==> src/rtl/pet_needs_ctrl_pkg.sv <==
// Shared state codes, need names and helpers for the pet needs controller.
// State codes are also consumed by the face-matrix driver.
package pet_needs_ctrl_pkg;

    typedef enum logic [3:0] {
        ST_SICK    = 4'd0,
        ST_HAPPY   = 4'd1,
        ST_NEEDY   = 4'd2,
        ST_SERVING = 4'd3
    } pet_state_t;

    typedef enum logic [2:0] {
        NEED_HUNGER = 3'd0,
        NEED_SLEEP  = 3'd1,
        NEED_PLAY   = 3'd2
    } need_t;

    localparam int MAX_NEEDS = 8;

    // Lowest-index set bit; 0 when nothing is set.
    function automatic logic [2:0] lowest_set(input logic [MAX_NEEDS-1:0] flags);
        logic [2:0] idx;
        idx = '0;
        for (int i = MAX_NEEDS - 1; i >= 0; i--) begin
            if (flags[i]) begin
                idx = 3'(i);
            end
        end
        return idx;
    endfunction

endpackage

==> src/rtl/pet_needs_ctrl_if.sv <==
// Service inputs and status outputs of the pet needs controller.
// The controller side uses the slave modport.
interface pet_needs_ctrl_if #(
    parameter int NUM_NEEDS = 3,
    parameter int TW        = 12
);
    logic                 en_sensor_n;
    logic [15:0]          dist_cm;
    logic [NUM_NEEDS-1:0] act;
    logic [3:0]           state;
    logic [2:0]           need_idx;
    logic [NUM_NEEDS-1:0] need_flags;
    logic                 sensor_hold;
    logic [TW-1:0]        secs;

    modport master (
        output en_sensor_n, dist_cm, act,
        input  state, need_idx, need_flags, sensor_hold, secs
    );

    modport slave (
        input  en_sensor_n, dist_cm, act,
        output state, need_idx, need_flags, sensor_hold, secs
    );
endinterface

==> src/rtl/pet_needs_ctrl_tick_gen.sv <==
// Prescaler producing a one-cycle tick every TICK_DIV clocks.
module pet_needs_ctrl_tick_gen #(
    parameter int TICK_DIV = 50_000_000
) (
    input  logic clk,
    input  logic reset,
    output logic tick
);
    localparam int CW = (TICK_DIV > 1) ? $clog2(TICK_DIV) : 1;
    localparam logic [CW-1:0] LAST = CW'(TICK_DIV - 1);

    logic [CW-1:0] count;

    assign tick = (count == LAST);

    always_ff @(posedge clk or posedge reset) begin
        if (reset) begin
            count <= '0;
        end else if (tick) begin
            count <= '0;
        end else begin
            count <= count + CW'(1);
        end
    end
endmodule

==> src/rtl/pet_needs_ctrl.sv <==
// Multi-need pet behaviour controller: per-need age timers, raised-need flags,
// and the HAPPY/NEEDY/SERVING/SICK sequencer feeding face and 7-seg displays.
module pet_needs_ctrl
    import pet_needs_ctrl_pkg::*;
#(
    parameter int TICK_DIV  = 50_000_000,
    parameter int NUM_NEEDS = 3,
    parameter int TW        = 12,
    parameter int TIMEOUT_S = 30,
    parameter int SICK_S    = 20,
    parameter int SERVE_S   = 3,
    parameter int PROX_CM   = 5
) (
    input logic             clk,
    input logic             reset,
    pet_needs_ctrl_if.slave bus
);
    // state      | meaning
    // -----------+-----------------------------------------------------
    // ST_HAPPY   | no need raised
    // ST_NEEDY   | at least one flag set; need_idx follows lowest flag
    // ST_SERVING | need_q being served for SERVE_S seconds
    // ST_SICK    | need_q went unserved too long; only its button revives

    logic                 tick;
    pet_state_t           state_q, state_d;
    logic [2:0]           need_q;
    logic [2:0]           active_idx;
    logic [2:0]           need_cur;
    logic                 hold_q, hold_d;
    logic [TW-1:0]        secs_q;
    logic [NUM_NEEDS-1:0] act_q;
    logic [NUM_NEEDS-1:0] flags;
    logic [NUM_NEEDS-1:0] self_mask;
    logic [NUM_NEEDS-1:0] clear_mask;
    logic [NUM_NEEDS-1:0] others;
    logic [7:0]           act_edge;
    logic                 sensor_feed;
    logic                 secs_sick;
    logic                 secs_serve;
    logic                 serve_done;

    pet_needs_ctrl_tick_gen #(
        .TICK_DIV(TICK_DIV)
    ) u_tick (
        .clk  (clk),
        .reset(reset),
        .tick (tick)
    );

    assign act_edge    = 8'(bus.act & ~act_q);
    assign active_idx  = lowest_set(8'(flags));
    assign need_cur    = (state_q == ST_NEEDY) ? active_idx : need_q;
    assign sensor_feed = (need_cur == NEED_HUNGER) && !bus.en_sensor_n
                         && (bus.dist_cm <= 16'(PROX_CM));
    assign secs_sick   = (secs_q >= TW'(SICK_S));
    assign secs_serve  = (secs_q >= TW'(SERVE_S));
    assign serve_done  = (state_q == ST_SERVING) && secs_serve;
    assign self_mask   = NUM_NEEDS'(8'd1 << need_q);
    assign clear_mask  = serve_done ? self_mask : '0;
    assign others      = flags & ~self_mask;

    // A completing service clears both age and flag, overriding any tick that cycle.
    for (genvar g = 0; g < NUM_NEEDS; g++) begin : g_need
        logic [TW-1:0] age;
        logic          flag;

        always_ff @(posedge clk or posedge reset) begin
            if (reset) begin
                age  <= '0;
                flag <= 1'b0;
            end else if (clear_mask[g]) begin
                age  <= '0;
                flag <= 1'b0;
            end else begin
                if (age >= TW'(TIMEOUT_S)) begin
                    flag <= 1'b1;
                end
                if (tick && (age != '1)) begin
                    age <= age + TW'(1);
                end
            end
        end

        assign flags[g] = flag;
    end

    always_comb begin
        state_d = state_q;
        hold_d  = hold_q;
        case (state_q)
            ST_HAPPY: begin
                if (|flags) begin
                    state_d = ST_NEEDY;
                end
            end
            ST_NEEDY: begin
                // Button beats sensor, and either beats the sick timeout.
                if (act_edge[need_cur]) begin
                    state_d = ST_SERVING;
                end else if (sensor_feed) begin
                    state_d = ST_SERVING;
                    hold_d  = 1'b1;
                end else if (secs_sick) begin
                    state_d = ST_SICK;
                end
            end
            ST_SERVING: begin
                if (secs_serve) begin
                    hold_d  = 1'b0;
                    state_d = (|others) ? ST_NEEDY : ST_HAPPY;
                end
            end
            ST_SICK: begin
                if (act_edge[need_q]) begin
                    state_d = ST_SERVING;
                end
            end
            default: begin
                state_d = ST_HAPPY;
                hold_d  = 1'b0;
            end
        endcase
    end

    always_ff @(posedge clk or posedge reset) begin
        if (reset) begin
            state_q <= ST_HAPPY;
            need_q  <= '0;
            hold_q  <= 1'b0;
            act_q   <= '0;
        end else begin
            state_q <= state_d;
            hold_q  <= hold_d;
            act_q   <= bus.act;
            if (state_q == ST_NEEDY) begin
                need_q <= active_idx;
            end
        end
    end

    always_ff @(posedge clk or posedge reset) begin
        if (reset) begin
            secs_q <= '0;
        end else if (state_d != state_q) begin
            secs_q <= '0;
        end else if (tick && (secs_q != '1)) begin
            secs_q <= secs_q + TW'(1);
        end
    end

    assign bus.state       = state_q;
    assign bus.need_idx    = need_cur;
    assign bus.need_flags  = flags;
    assign bus.sensor_hold = hold_q;
    assign bus.secs        = secs_q;

endmodule

==> src/flat_wrapper.sv <==
// flat-port wrapper written by rule: the top's interface ports become plain ports
module pet_needs_ctrl_flat import pet_needs_ctrl_pkg::*;
#(
    parameter int TICK_DIV  = 50_000_000,
    parameter int NUM_NEEDS = 3,
    parameter int TW        = 12,
    parameter int TIMEOUT_S = 30,
    parameter int SICK_S    = 20,
    parameter int SERVE_S   = 3,
    parameter int PROX_CM   = 5
)
  (clk, reset, bus_en_sensor_n, bus_dist_cm, bus_act, bus_state, bus_need_idx, bus_need_flags, bus_sensor_hold, bus_secs);
  pet_needs_ctrl_if #(.NUM_NEEDS(NUM_NEEDS), .TW(TW)) bus_i ();
  input logic clk;
  input logic reset;
  input wire logic [$bits(bus_i.en_sensor_n)-1:0] bus_en_sensor_n;
  input wire logic [$bits(bus_i.dist_cm)-1:0] bus_dist_cm;
  input wire logic [$bits(bus_i.act)-1:0] bus_act;
  output wire logic [$bits(bus_i.state)-1:0] bus_state;
  output wire logic [$bits(bus_i.need_idx)-1:0] bus_need_idx;
  output wire logic [$bits(bus_i.need_flags)-1:0] bus_need_flags;
  output wire logic [$bits(bus_i.sensor_hold)-1:0] bus_sensor_hold;
  output wire logic [$bits(bus_i.secs)-1:0] bus_secs;
  assign bus_i.en_sensor_n = bus_en_sensor_n;
  assign bus_i.dist_cm = bus_dist_cm;
  assign bus_i.act = bus_act;
  assign bus_state = bus_i.state;
  assign bus_need_idx = bus_i.need_idx;
  assign bus_need_flags = bus_i.need_flags;
  assign bus_sensor_hold = bus_i.sensor_hold;
  assign bus_secs = bus_i.secs;
  pet_needs_ctrl #(.TICK_DIV(TICK_DIV), .NUM_NEEDS(NUM_NEEDS), .TW(TW), .TIMEOUT_S(TIMEOUT_S), .SICK_S(SICK_S), .SERVE_S(SERVE_S), .PROX_CM(PROX_CM)) u_core (.clk(clk), .reset(reset), .bus(bus_i));
endmodule
==> config.mk <==
export PLATFORM = sky130hd
export DESIGN_NAME = pet_needs_ctrl_flat
export DESIGN_NICKNAME = d
export VERILOG_FILES = /design/src/rtl/pet_needs_ctrl_pkg.sv /design/src/rtl/pet_needs_ctrl_if.sv /design/src/rtl/pet_needs_ctrl_tick_gen.sv /design/src/rtl/pet_needs_ctrl.sv /design/src/flat_wrapper.sv
export SDC_FILE = /design/constraint.sdc
export NUM_CORES = 1
export LEC_CHECK = 0
export BUFFER_PORTS_ARGS = -buffer_cell sky130_fd_sc_hd__buf_2
export CORE_MARGIN = 4
export CORE_UTILIZATION = 35
export CTS_CLUSTER_SIZE = 20
export DETAILED_ROUTE_END_ITERATION = 12
export MAX_ROUTING_LAYER = met4
export PLACE_DENSITY = 0.58
export SLEW_MARGIN = 20
export SYNTH_ARGS = -nofsm -noshare
export SYNTH_HDL_FRONTEND = slang
export SYNTH_SLANG_ARGS = --single-unit
==> constraint.sdc <==
create_clock -name clk -period 3.7 [get_ports clk]
set_input_delay 0.555 -clock clk [delete_from_list [all_inputs] [get_ports clk]]
set_output_delay 0.555 -clock clk [all_outputs]
set_load 0.005 [all_outputs]
==> out/metrics.csv, run 1 <==
stage;metric;value;unit
critical_path;r2r-start;u_core.u_tick.count[18];
hold_path;whs_path_depth;1;
global_routing;overflow;0;
sta;hold_viol_final;0;
sta;rsz0062_at_grt;no;
critical_path;cp.required;3960;ps
sta;finalCritPeriodShare;75.0;%
routing;wire_per_inst;15.8;um
cells_and_area;antennaDiodeCount;0;
clock_network;post_cts_resized;0;
routing;wl;12.0;mm
routing;vias;4429;
yosys;syn_inst;541;
status;status;finished clean;
cells_and_area;utilization;40.7;%
sta;slew_viol_final;0;
power_and_ir_drop;p_clk_share;46.7;%
critical_path;crit_type;reg2reg;
global_routing;antenna_found_initial;0;
hold_path;whs_endpoint;u_core.act_q[1];
placed_design;dp_hpwl;8.43;mm
sta;finalClockSkew;6.79;ps
sta;slew_headroom;40.5;%
cells_and_area;final_nets;612;
cells_and_area;fillers;1362;
clock_network;cts_sinks;88;
hold_path;holdCritPathClass;in2reg;
sta;worst_pin_slew;891;ps
placed_design;portBuffers;43;
power_and_ir_drop;powerDensity;334;mW/mm^2
floorplan;fp.dieH;127;um
yosys;async_reset_ff_share;100;%
critical_path;endpoint_kind;flip-flop;
critical_path;crit_arrival;3030;ps
sta;finalCriticalPeriod;2780;ps
routing;viasPerCell;5.80;
clock_network;cts_root_buf;clkbuf_16;
sta;max_freq;360;MHz
global_routing;grt_pass1_vias;4267;
clock_network;post_cts_buffers;0;
clock_network;numCtsBuffers;9;
power_and_ir_drop;switching_share;20.3;%
power_and_ir_drop;seqPwrFrac;51.1;%
floorplan;dieArea;0.0162;mm^2
power_and_ir_drop;comb_power_share;2.2;%
floorplan;core_area;0.0139;mm^2
power_and_ir_drop;intPower;1.51;mW
critical_path;r2r_slack;920;ps
floorplan;initial_core_util;35.8;%
placed_design;place_area;0.00539;mm^2
cells_and_area;syn2layout_area_growth;13.6;%
critical_path;start_kind;flip-flop;
yosys;synth_ff_type;dfrtp_1;
yosys;yosys_warnings;0;
clock_network;cts_tree;built;
critical_path;cp_max_fo;29;
yosys;synth_edf_count;0;
yosys;avgSynthCellArea;9.22;um^2
routing;drtAntennaViolNets;0;
cells_and_area;multi_input_area;0.00262;mm^2
placed_design;place.gp.congestion;0.841;
floorplan;io_pins;45;
cells_and_area;seq_area;0.00220;mm^2
hold_path;worstHoldStart;bus_act[1];
power_and_ir_drop;switchingPower;0.384;mW
clock_network;postCtsHoldBufs;0;
sta;finalSetupViolCount;0;
critical_path;reg2reg_depth;6;
routing;dr.first_iter.drc_count;282;
yosys;yosysSeqAreaShare;44.2;%
global_routing;grt_pass1_wl;21.1;mm
clock_network;cts.htree.levels;3;
clock_network;clk_pin_slew_worst_paths;60;ps
job;drv_cap;0;
global_routing;grt_max_degree;51;
yosys;ys_types;59;
cells_and_area;final_cell_area;0.00567;mm^2
cells_and_area;drive_gt1_share;13.6;%
global_routing;grt_usage;16.4;%
power_and_ir_drop;leakagePower;2.25;nW
yosys;ys_ff_latch;88;
routing;first_pass_iters;6;
floorplan;die_width;127;um
routing;drc;0;
power_and_ir_drop;irDropWorstVdd;0.234;mV
floorplan;rows;43;
critical_path;r2r-end;u_core.bus.secs[3];
clock_network;clock_latency;350;ps
yosys;syn_area;0.00499;mm^2
sta;setup_tns;0;ps
clock_network;cts_buffer_depth;2;
==> critical path, stage by stage (launching register included) <==
cell and delay [ps]:
dfrtp_1 440, or4_4 590, nor4_4 480, nand3_1 120, buf_4 270, or4_1 550, a211oi_2 240
==> layout make-up <==
| type | count | share of cell area, % |
|---|---|---|
| inverters | 19 | 1.28 |
| multi-input cells | 413 | 46.3 |
| clock buffers | 12 | 4.35 |
| flip-flops and latches | 88 | 38.9 |
| clock inverters | 1 | 0.530 |
| well taps | 180 | 3.97 |
| repair buffers | 50 | 4.68 |
==> kinds of logic (layout without fill, tap and decap cells) <==
group	after synthesis	count (layout)	share of synthesized area, %
muxes	3	3	0.652
adders and majority gates	9	9	2.26
other	1	2	0.0752
and+or+nand+nor	256	256	29.3
xor gates and xnor gates	25	25	4.39
buffers and inverters	41	82	3.39
DFF	88	88	44.2
AOI/OAI and AO/OA	118	118	15.8
==> worst max-delay path by stage <==
stage	cells after the start	start	end	slack (ps)
3_3_place_gp	5	u_core.bus.state[1]	u_core.bus.secs[11]	770
2_1_floorplan	1	reset	u_core.act_q[0]	870
6_report	6	u_core.u_tick.count[18]	u_core.bus.secs[3]	920
5_1_grt	6	u_core.u_tick.count[18]	u_core.bus.secs[2]	780
4_1_cts	6	u_core.u_tick.count[18]	u_core.bus.secs[3]	920
3_5_place_dp	6	u_core.u_tick.count[18]	u_core.bus.secs[3]	940
==> layout by cell type (no fill, tap or decap), types with 6 or more instances in the layout <==
master / instances
nor2_1: 35
and3_1: 7
ha_1: 9
and2_1: 8
inv_1: 18
or4_1: 29
a21oi_1: 35
or3_1: 10
a31oi_1: 8
dfrtp_1: 87
a211oi_1: 8
and4_1: 8
o31ai_1: 26
buf_2: 44
clkbuf_16: 9
xor2_1: 9
o21ai_0: 15
nand4_1: 18
nand2_1: 40
nor3_1: 10
nand3_1: 43
xnor2_1: 16
buf_4: 6
nor4_1: 24
==> sequential cells by signal (all words and copies together) (netlist names) <==
register and flops:
u_core.g_need.age 36, u_core.u_tick.count 26, u_core.bus.secs 12, u_core.bus.state 4, u_core.act_q 3, u_core.g_need.flag 3, u_core.need_q 3, u_core.bus.sensor_hold 1
==> per-layer routing <==
metal  wire length (um)  global-route usage, %  part of all wire, %  vias up
met5                  0                      -                    0        -
met4                163                   6.18                  1.4        0
met3                432                   3.76                  3.6       15
met2               5540                   24.5                   46       78
met1               5880                   21.8                   49     2197
li1                   -                      -                    -     2139
==> power groups by stage <==
stage / clock, mW / sequential, mW / combinational (mW)
floorplan: 0 / 0.985 / 0.0210
global placement: 0 / 0.985 / 0.0423
detailed placement: 0 / 0.985 / 0.0439
CTS: 0.912 / 0.968 / 0.0439
global route: 0.954 / 0.968 / 0.0492
finish: 0.884 / 0.968 / 0.0419
==> cells in the mapped netlist (4+ instances only) <==
cell      instances  area, um^2
dfrtp_1          87        2180
nor2b_1           4        25.0
nand2_1          40         150
nor4_1           24         150
o31ai_1          26         195
o21ai_0          15        75.1
and2_1            8        50.1
nand3_1          43         215
nor2_1           35         131
or4_1            29         218
ha_1              9         113
and4_1            8        70.1
nor3_1           11        55.1
xnor2_1          16         140
and3_1            7        43.8
inv_1            19        71.3
xor2_1            9        78.8
nand4_1          18         113
or3_1            10        62.6
clkbuf_1         14        52.6
a31o_2            5        43.8
a31oi_1           8        50.1
a211oi_1          8        60.1
a21oi_1          35         175
==> stage by stage <==
stage	hold WS, ps	setup slack (ps)	total power [mW]	instances
floorplan	455	868	1.01	542
global placement	475	767	1.03	749
detailed placement	480	939	1.03	750
CTS	328	919	1.92	763
global route	330	784	1.97	763
finish	345	924	1.89	763
(Power assumes the default switching activity.)
==> run 2, diff against run 1 <==
- PLACE_DENSITY: 0.58 -> 0.6
- clock period: 3.7 -> 2.33 ns (I/O delays scaled with it)
==> out/metrics.csv, run 2 (synthesis gave the netlist of run 1 again) <==
stage;metric;value;unit
global_routing;grt_usage;16.3;%
cells_and_area;final_nets;664;
placed_design;dp_cells;785;
critical_path;cpPeakStageDelay;570;ps
clock_network;cts_buffer_depth;2;
sta;finalCritPeriodShare;101;%
routing;wire_per_inst;15.8;um
routing;drtAntennaViolNets;0;
clock_network;numCtsBuffers;9;
sta;worst_pin_slew;663;ps
routing;vias;4705;
cells_and_area;final_cells;818;
power_and_ir_drop;leakagePower;2.60;nW
routing;dr.first_iter.drc_count;363;
global_routing;grt_pass1_wl;21.0;mm
floorplan;io_pins;45;
global_routing;overflow;0;
cells_and_area;largest_reg_flops;36;
critical_path;cp_cell_sequence;or4_4, nor4_4, buf_4, nand3_4, clkbuf_16, or4_1, a21oi_1;
critical_path;slowest_stage;or4_4;
power_and_ir_drop;powerDensity;489;mW/mm^2
routing;drc;0;
sta;slew_headroom;55.8;%
placed_design;dp_hpwl;8.91;mm
sta;finalCriticalPeriod;2340;ps
cells_and_area;syn2layout_area_growth;26.7;%
power_and_ir_drop;irDropWorstVdd;0.360;mV
critical_path;crit_type;reg2reg;
placed_design;place.gp.congestion;0.873;
routing;first_pass_iters;5;
clock_network;clock_latency;350;ps
floorplan;core_area;0.0139;mm^2
clock_network;cts.htree.levels;3;
sta;slew_viol_final;0;
critical_path;critical_path.top_delay_family;simple AND/OR/NAND/NOR gates;
clock_network;cts_sinks;88;
cells_and_area;layout_common_cells;dfrtp_1, buf_4, buf_2;
sta;max_freq;427;MHz
critical_path;crit_arrival;2600;ps
routing;viasPerCell;5.75;
floorplan;initial_core_util;35.8;%
cells_and_area;regMostFlops;u_core.g_need.age;
critical_path;endpoint_kind;flip-flop;
sta;rsz0062_at_grt;yes;
critical_path;start_kind;flip-flop;
cells_and_area;drive_gt1_share;26.0;%
floorplan;die_width;127;um
cells_and_area;fillers;1333;
sta;finalSetupViolCount;3;
routing;wl;12.9;mm
sta;finalClockSkew;6.42;ps
clock_network;cts_root_buf;clkbuf_16;
clock_network;clk_pin_slew_worst_paths;60;ps
floorplan;dieArea;0.0162;mm^2
cells_and_area;mostFrequentLayoutCell;dfrtp_1;
floorplan;fp.dieH;127;um
status;violations;setup timing;
global_routing;antenna_found_initial;0;
hold_path;holdCritPathClass;in2reg;
cells_and_area;antennaDiodeCount;0;
job;drv_cap;0;
floorplan;rows;43;
clock_network;cts_tree;built;
critical_path;cp_max_fo;6;
global_routing;grt_max_degree;31;
critical_path;cp.required;2590;ps
sta;hold_viol_final;0;
critical_path;critical_path_buf_inv_count;2;
status;status;complete, but fails checks;
cells_and_area;utilization;45.4;%
sta;setup_ws;-12.0;ps
placed_design;portBuffers;43;
global_routing;grt_pass1_vias;4495;
==> run 2: layout make-up <==
| cell class | count | area [um^2] | share of cell area [%] |
|---|---|---|---|
| Multi-Input combinational cell | 413 | 2780 | 44.0 |
| Sequential cell | 88 | 2200 | 34.9 |
| Timing Repair Buffer | 102 | 736 | 11.6 |
| Clock buffer | 13 | 260 | 4.12 |
| Tap cell | 180 | 225 | 3.56 |
| Inverter | 19 | 75.1 | 1.19 |
| Clock inverter | 3 | 40.0 | 0.633 |
==> run 2: timing repair <==
action                     4_1_cts  5_1_grt
gates resized for setup          4       38
setup buffers                   11        2
pin swaps                        3       21
hold buffers                     1        0
hold endpoints to repair        12        0
setup endpoints to repair       17       31
gates cloned                     0        3
==> run 2: final timing paths <==
kind,slack (ps),cells after the start,start,endpoint
setup / recovery,-10,7,u_core.u_tick.count[18],u_core.g_need[2].age[10]
hold / removal,150,1,bus_act[2],u_core.act_q[2]
setup reg to reg,-10,7,u_core.u_tick.count[18],u_core.g_need[2].age[10]
hold reg to reg,480,1,u_core.u_tick.count[0],u_core.u_tick.count[0]
max in group asynchronous,1130,4,reset,u_core.g_need[0].age[7]
min in group asynchronous,520,3,reset,u_core.g_need[2].age[3]
==> run 2: metal layers <==
metal / track usage (%) / part of all wire (%) / up-vias
li1: - / - / 2254
met1: 20.5 / 45 / 2297
met2: 25.9 / 48 / 133
met3: 3.09 / 5.0 / 21
met4: 6.44 / 1.9 / 0
met5: - / 0 / -
==> run 2: where the power goes <==
part	switching (mW)	internal (mW)	leakage [nW]
logic	0.0490	0.0289	1.25
clock network	0.591	0.887	0.150
registers	0.00212	1.53	1.20
==> run 2: per-stage QoR <==
step	area (um^2)	setup TNS [ps]	hold WS (ps)	power (mW)	setup slack, ps
final	6320	-25.7	146	3.09	-12.0
after global routing	6320	-1150	131	3.21	-87.2
after CTS	6090	-32.1	127	3.14	-14.5
after detailed placement	5680	-385	347	1.64	-110
after global placement	5680	-99.0	345	1.64	-39.9
after floorplan	5000	0	381	1.60	8.43
==> run 3, diff against run 2 <==
- CORE_MARGIN: 4 -> 3
- clock period: 2.33 -> 1.88 ns (I/O delays scaled with it)
==> out/metrics.csv, run 3 (synthesis gave the netlist of run 1 again) <==
stage;metric;value;unit
critical_path;cp_max_fo;13;
sta;worst_pin_slew;681;ps
floorplan;core_area;0.0136;mm^2
power_and_ir_drop;comb_power_share;2.8;%
global_routing;overflow;0;
power_and_ir_drop;powerDensity;514;mW/mm^2
power_and_ir_drop;p_clk_share;48.6;%
global_routing;grt_pass1_wl;24.5;mm
hold_path;worstHoldStart;bus_act[2];
power_and_ir_drop;leakagePower;3.24;nW
critical_path;reg2reg_depth;7;
placed_design;place.gp.congestion;0.869;
sta;finalCritPeriodShare;120;%
placed_design;portBuffers;43;
critical_path;crit_type;reg2reg;
floorplan;die_width;125;um
power_and_ir_drop;switching_share;20.3;%
global_routing;grt_pass1_vias;5090;
cells_and_area;final_nets;782;
global_routing;grt_max_degree;78;
sta;finalClockSkew;5.96;ps
sta;setup_tns;-15700;ps
global_routing;grt_use_met2;32.8;%
placed_design;dp_hpwl;10.1;mm
cells_and_area;seq_area;0.00220;mm^2
sta;finalCriticalPeriod;2250;ps
cells_and_area;largest_reg_flops;36;
cells_and_area;multi_input_area;0.00310;mm^2
routing;wire_per_inst;15.5;um
cells_and_area;layout_common_cells;buf_4, dfrtp_1, buf_2;
routing;drtAntennaViolNets;0;
global_routing;busiest_layer;met2;
critical_path;endpoint_kind;flip-flop;
cells_and_area;syn2layout_area_growth;52.5;%
cells_and_area;final_cells;932;
global_routing;grt_use_met3;4.14;%
clock_network;clk_pin_slew_worst_paths;60;ps
critical_path;r2r_slack;-370;ps
critical_path;r2r-end;u_core.g_need[1].age[3];
routing;drc;0;
sta;rsz0062_at_grt;yes;
global_routing;antenna_found_initial;0;
job;drv_cap;0;
hold_path;whs_endpoint;u_core.act_q[2];
routing;viasPerCell;5.48;
floorplan;fp.dieH;125;um
sta;hold_viol_final;0;
cells_and_area;mostFrequentLayoutCell;buf_4;
clock_network;cts_buffer_depth;2;
clock_network;clock_latency;350;ps
power_and_ir_drop;switchingPower;0.794;mW
placed_design;dp_cells;885;
clock_network;cts_root_buf;clkbuf_16;
floorplan;initial_core_util;36.6;%
clock_network;numCtsBuffers;9;
critical_path;start_kind;flip-flop;
floorplan;rows;42;
sta;finalSetupViolCount;66;
clock_network;cts_sinks;88;
status;violations;setup timing;
status;status;complete, but fails checks;
sta;max_freq;444;MHz
cells_and_area;regMostFlops;u_core.g_need.age;
power_and_ir_drop;seqPwrFrac;48.7;%
power_and_ir_drop;intPower;3.12;mW
global_routing;use_met1;23.4;%
critical_path;r2r-start;u_core.u_tick.count[8];
cells_and_area;antennaDiodeCount;0;
cells_and_area;drive_gt1_share;45.4;%
routing;vias;5107;
clock_network;cts.htree.levels;3;
routing;dr.first_iter.drc_count;347;
routing;wl;14.5;mm
cells_and_area;fillers;1187;
hold_path;whs_path_depth;1;
floorplan;io_pins;45;
critical_path;crit_arrival;2530;ps
power_and_ir_drop;irDropWorstVdd;0.588;mV
sta;slew_headroom;54.2;%
global_routing;grt_usage;19.2;%
routing;first_pass_iters;4;
clock_network;cts_tree;built;
sta;setup_ws;-373;ps
sta;slew_viol_final;0;
hold_path;holdCritPathClass;in2reg;
floorplan;dieArea;0.0157;mm^2
critical_path;cp.required;2160;ps
[run 3: cell types whose count changed in the layout (fill, tap and decap cells not counted), moves of 6 or more]
| cell | change |
|---|---|
| buf_4 | +103 |
| a21oi_1 | -13 |
| buf_6 | +13 |
| a21oi_2 | +12 |
| nor2_1 | -12 |
| nor2_2 | +12 |
| nand2_1 | -7 |
| nand2_2 | +6 |
| o21ai_0 | -6 |
[run 3: what timing repair did]
item                       4_1_cts  5_1_grt
hold buffers                     1        0
hold endpoints to repair        11        0
gates cloned                     2        0
pin swaps                       40       11
setup buffers                   18       11
gates resized for setup         57       67
setup endpoints to repair       66       71
[run 3: power groups by stage]
| stage | combinational [mW] | sequential [mW] | clock (mW) |
|---|---|---|---|
| floorplan | 0.0433 | 1.94 | 0 |
| global placement | 0.0968 | 1.94 | 0 |
| detailed placement | 0.0977 | 1.94 | 0 |
| CTS | 0.108 | 1.90 | 1.94 |
| global route | 0.122 | 1.90 | 2.03 |
| finish | 0.109 | 1.90 | 1.90 |
[run 3: area by class of cell]
| cell class | count | share of cell area, % |
|---|---|---|
| clock buffer | 14 | 3.73 |
| clock inverter | 2 | 0.461 |
| inverter | 19 | 0.987 |
| multi-input combinational | 413 | 40.8 |
| sequential | 88 | 29.0 |
| tap | 176 | 2.90 |
| timing repair buffer | 220 | 22.2 |
[run 3: worst max-delay path by stage]
| stage | from | to | slack (ps) | cells past startpoint |
|---|---|---|---|---|
| 3_5_place_dp | u_core.u_tick.count[24] | u_core.g_need[0].age[7] | -470 | 5 |
| 6_report | u_core.u_tick.count[8] | u_core.g_need[1].age[3] | -370 | 7 |
| 5_1_grt | u_core.u_tick.count[8] | u_core.g_need[1].age[3] | -500 | 7 |
| 4_1_cts | u_core.u_tick.count[8] | u_core.g_need[1].age[3] | -390 | 7 |
| 3_3_place_gp | u_core.u_tick.count[24] | u_core.g_need[2].age[0] | -380 | 6 |
| 2_1_floorplan | u_core.u_tick.count[24] | u_core.g_need[0].age[5] | -360 | 5 |
[run 3: worst max-delay path: stages, from the launching register on]
cell     delay (ps)
dfrtp_1         370
or4_4           560
nor4_4          160
buf_4           170
nand4_1         130
buf_6           170
or4_4           480
a21oi_2         140
[run 3: through the flow]
stage          area (um^2)  utilization (%)  hold slack [ps]  total power [mW]  setup slack (ps)
2_1_floorplan         5130                -              313              1.98              -357
3_3_place_gp          6540             48.1              249              2.03              -383
3_5_place_dp          6540             48.1              247              2.04              -472
4_1_cts               7240             53.2             59.5              3.95              -394
5_1_grt               7610             55.9             56.0              4.05              -497
6_report              7610             55.9             73.6              3.91              -373
[run 3: per-layer routing]
layer / up-vias / routed length (um) / share of wire [%]
met5: - / 0 / 0
met4: 0 / 248 / 1.7
met3: 19 / 567 / 3.9
met2: 99 / 7430 / 51
met1: 2492 / 6220 / 43
li1: 2497 / - / -
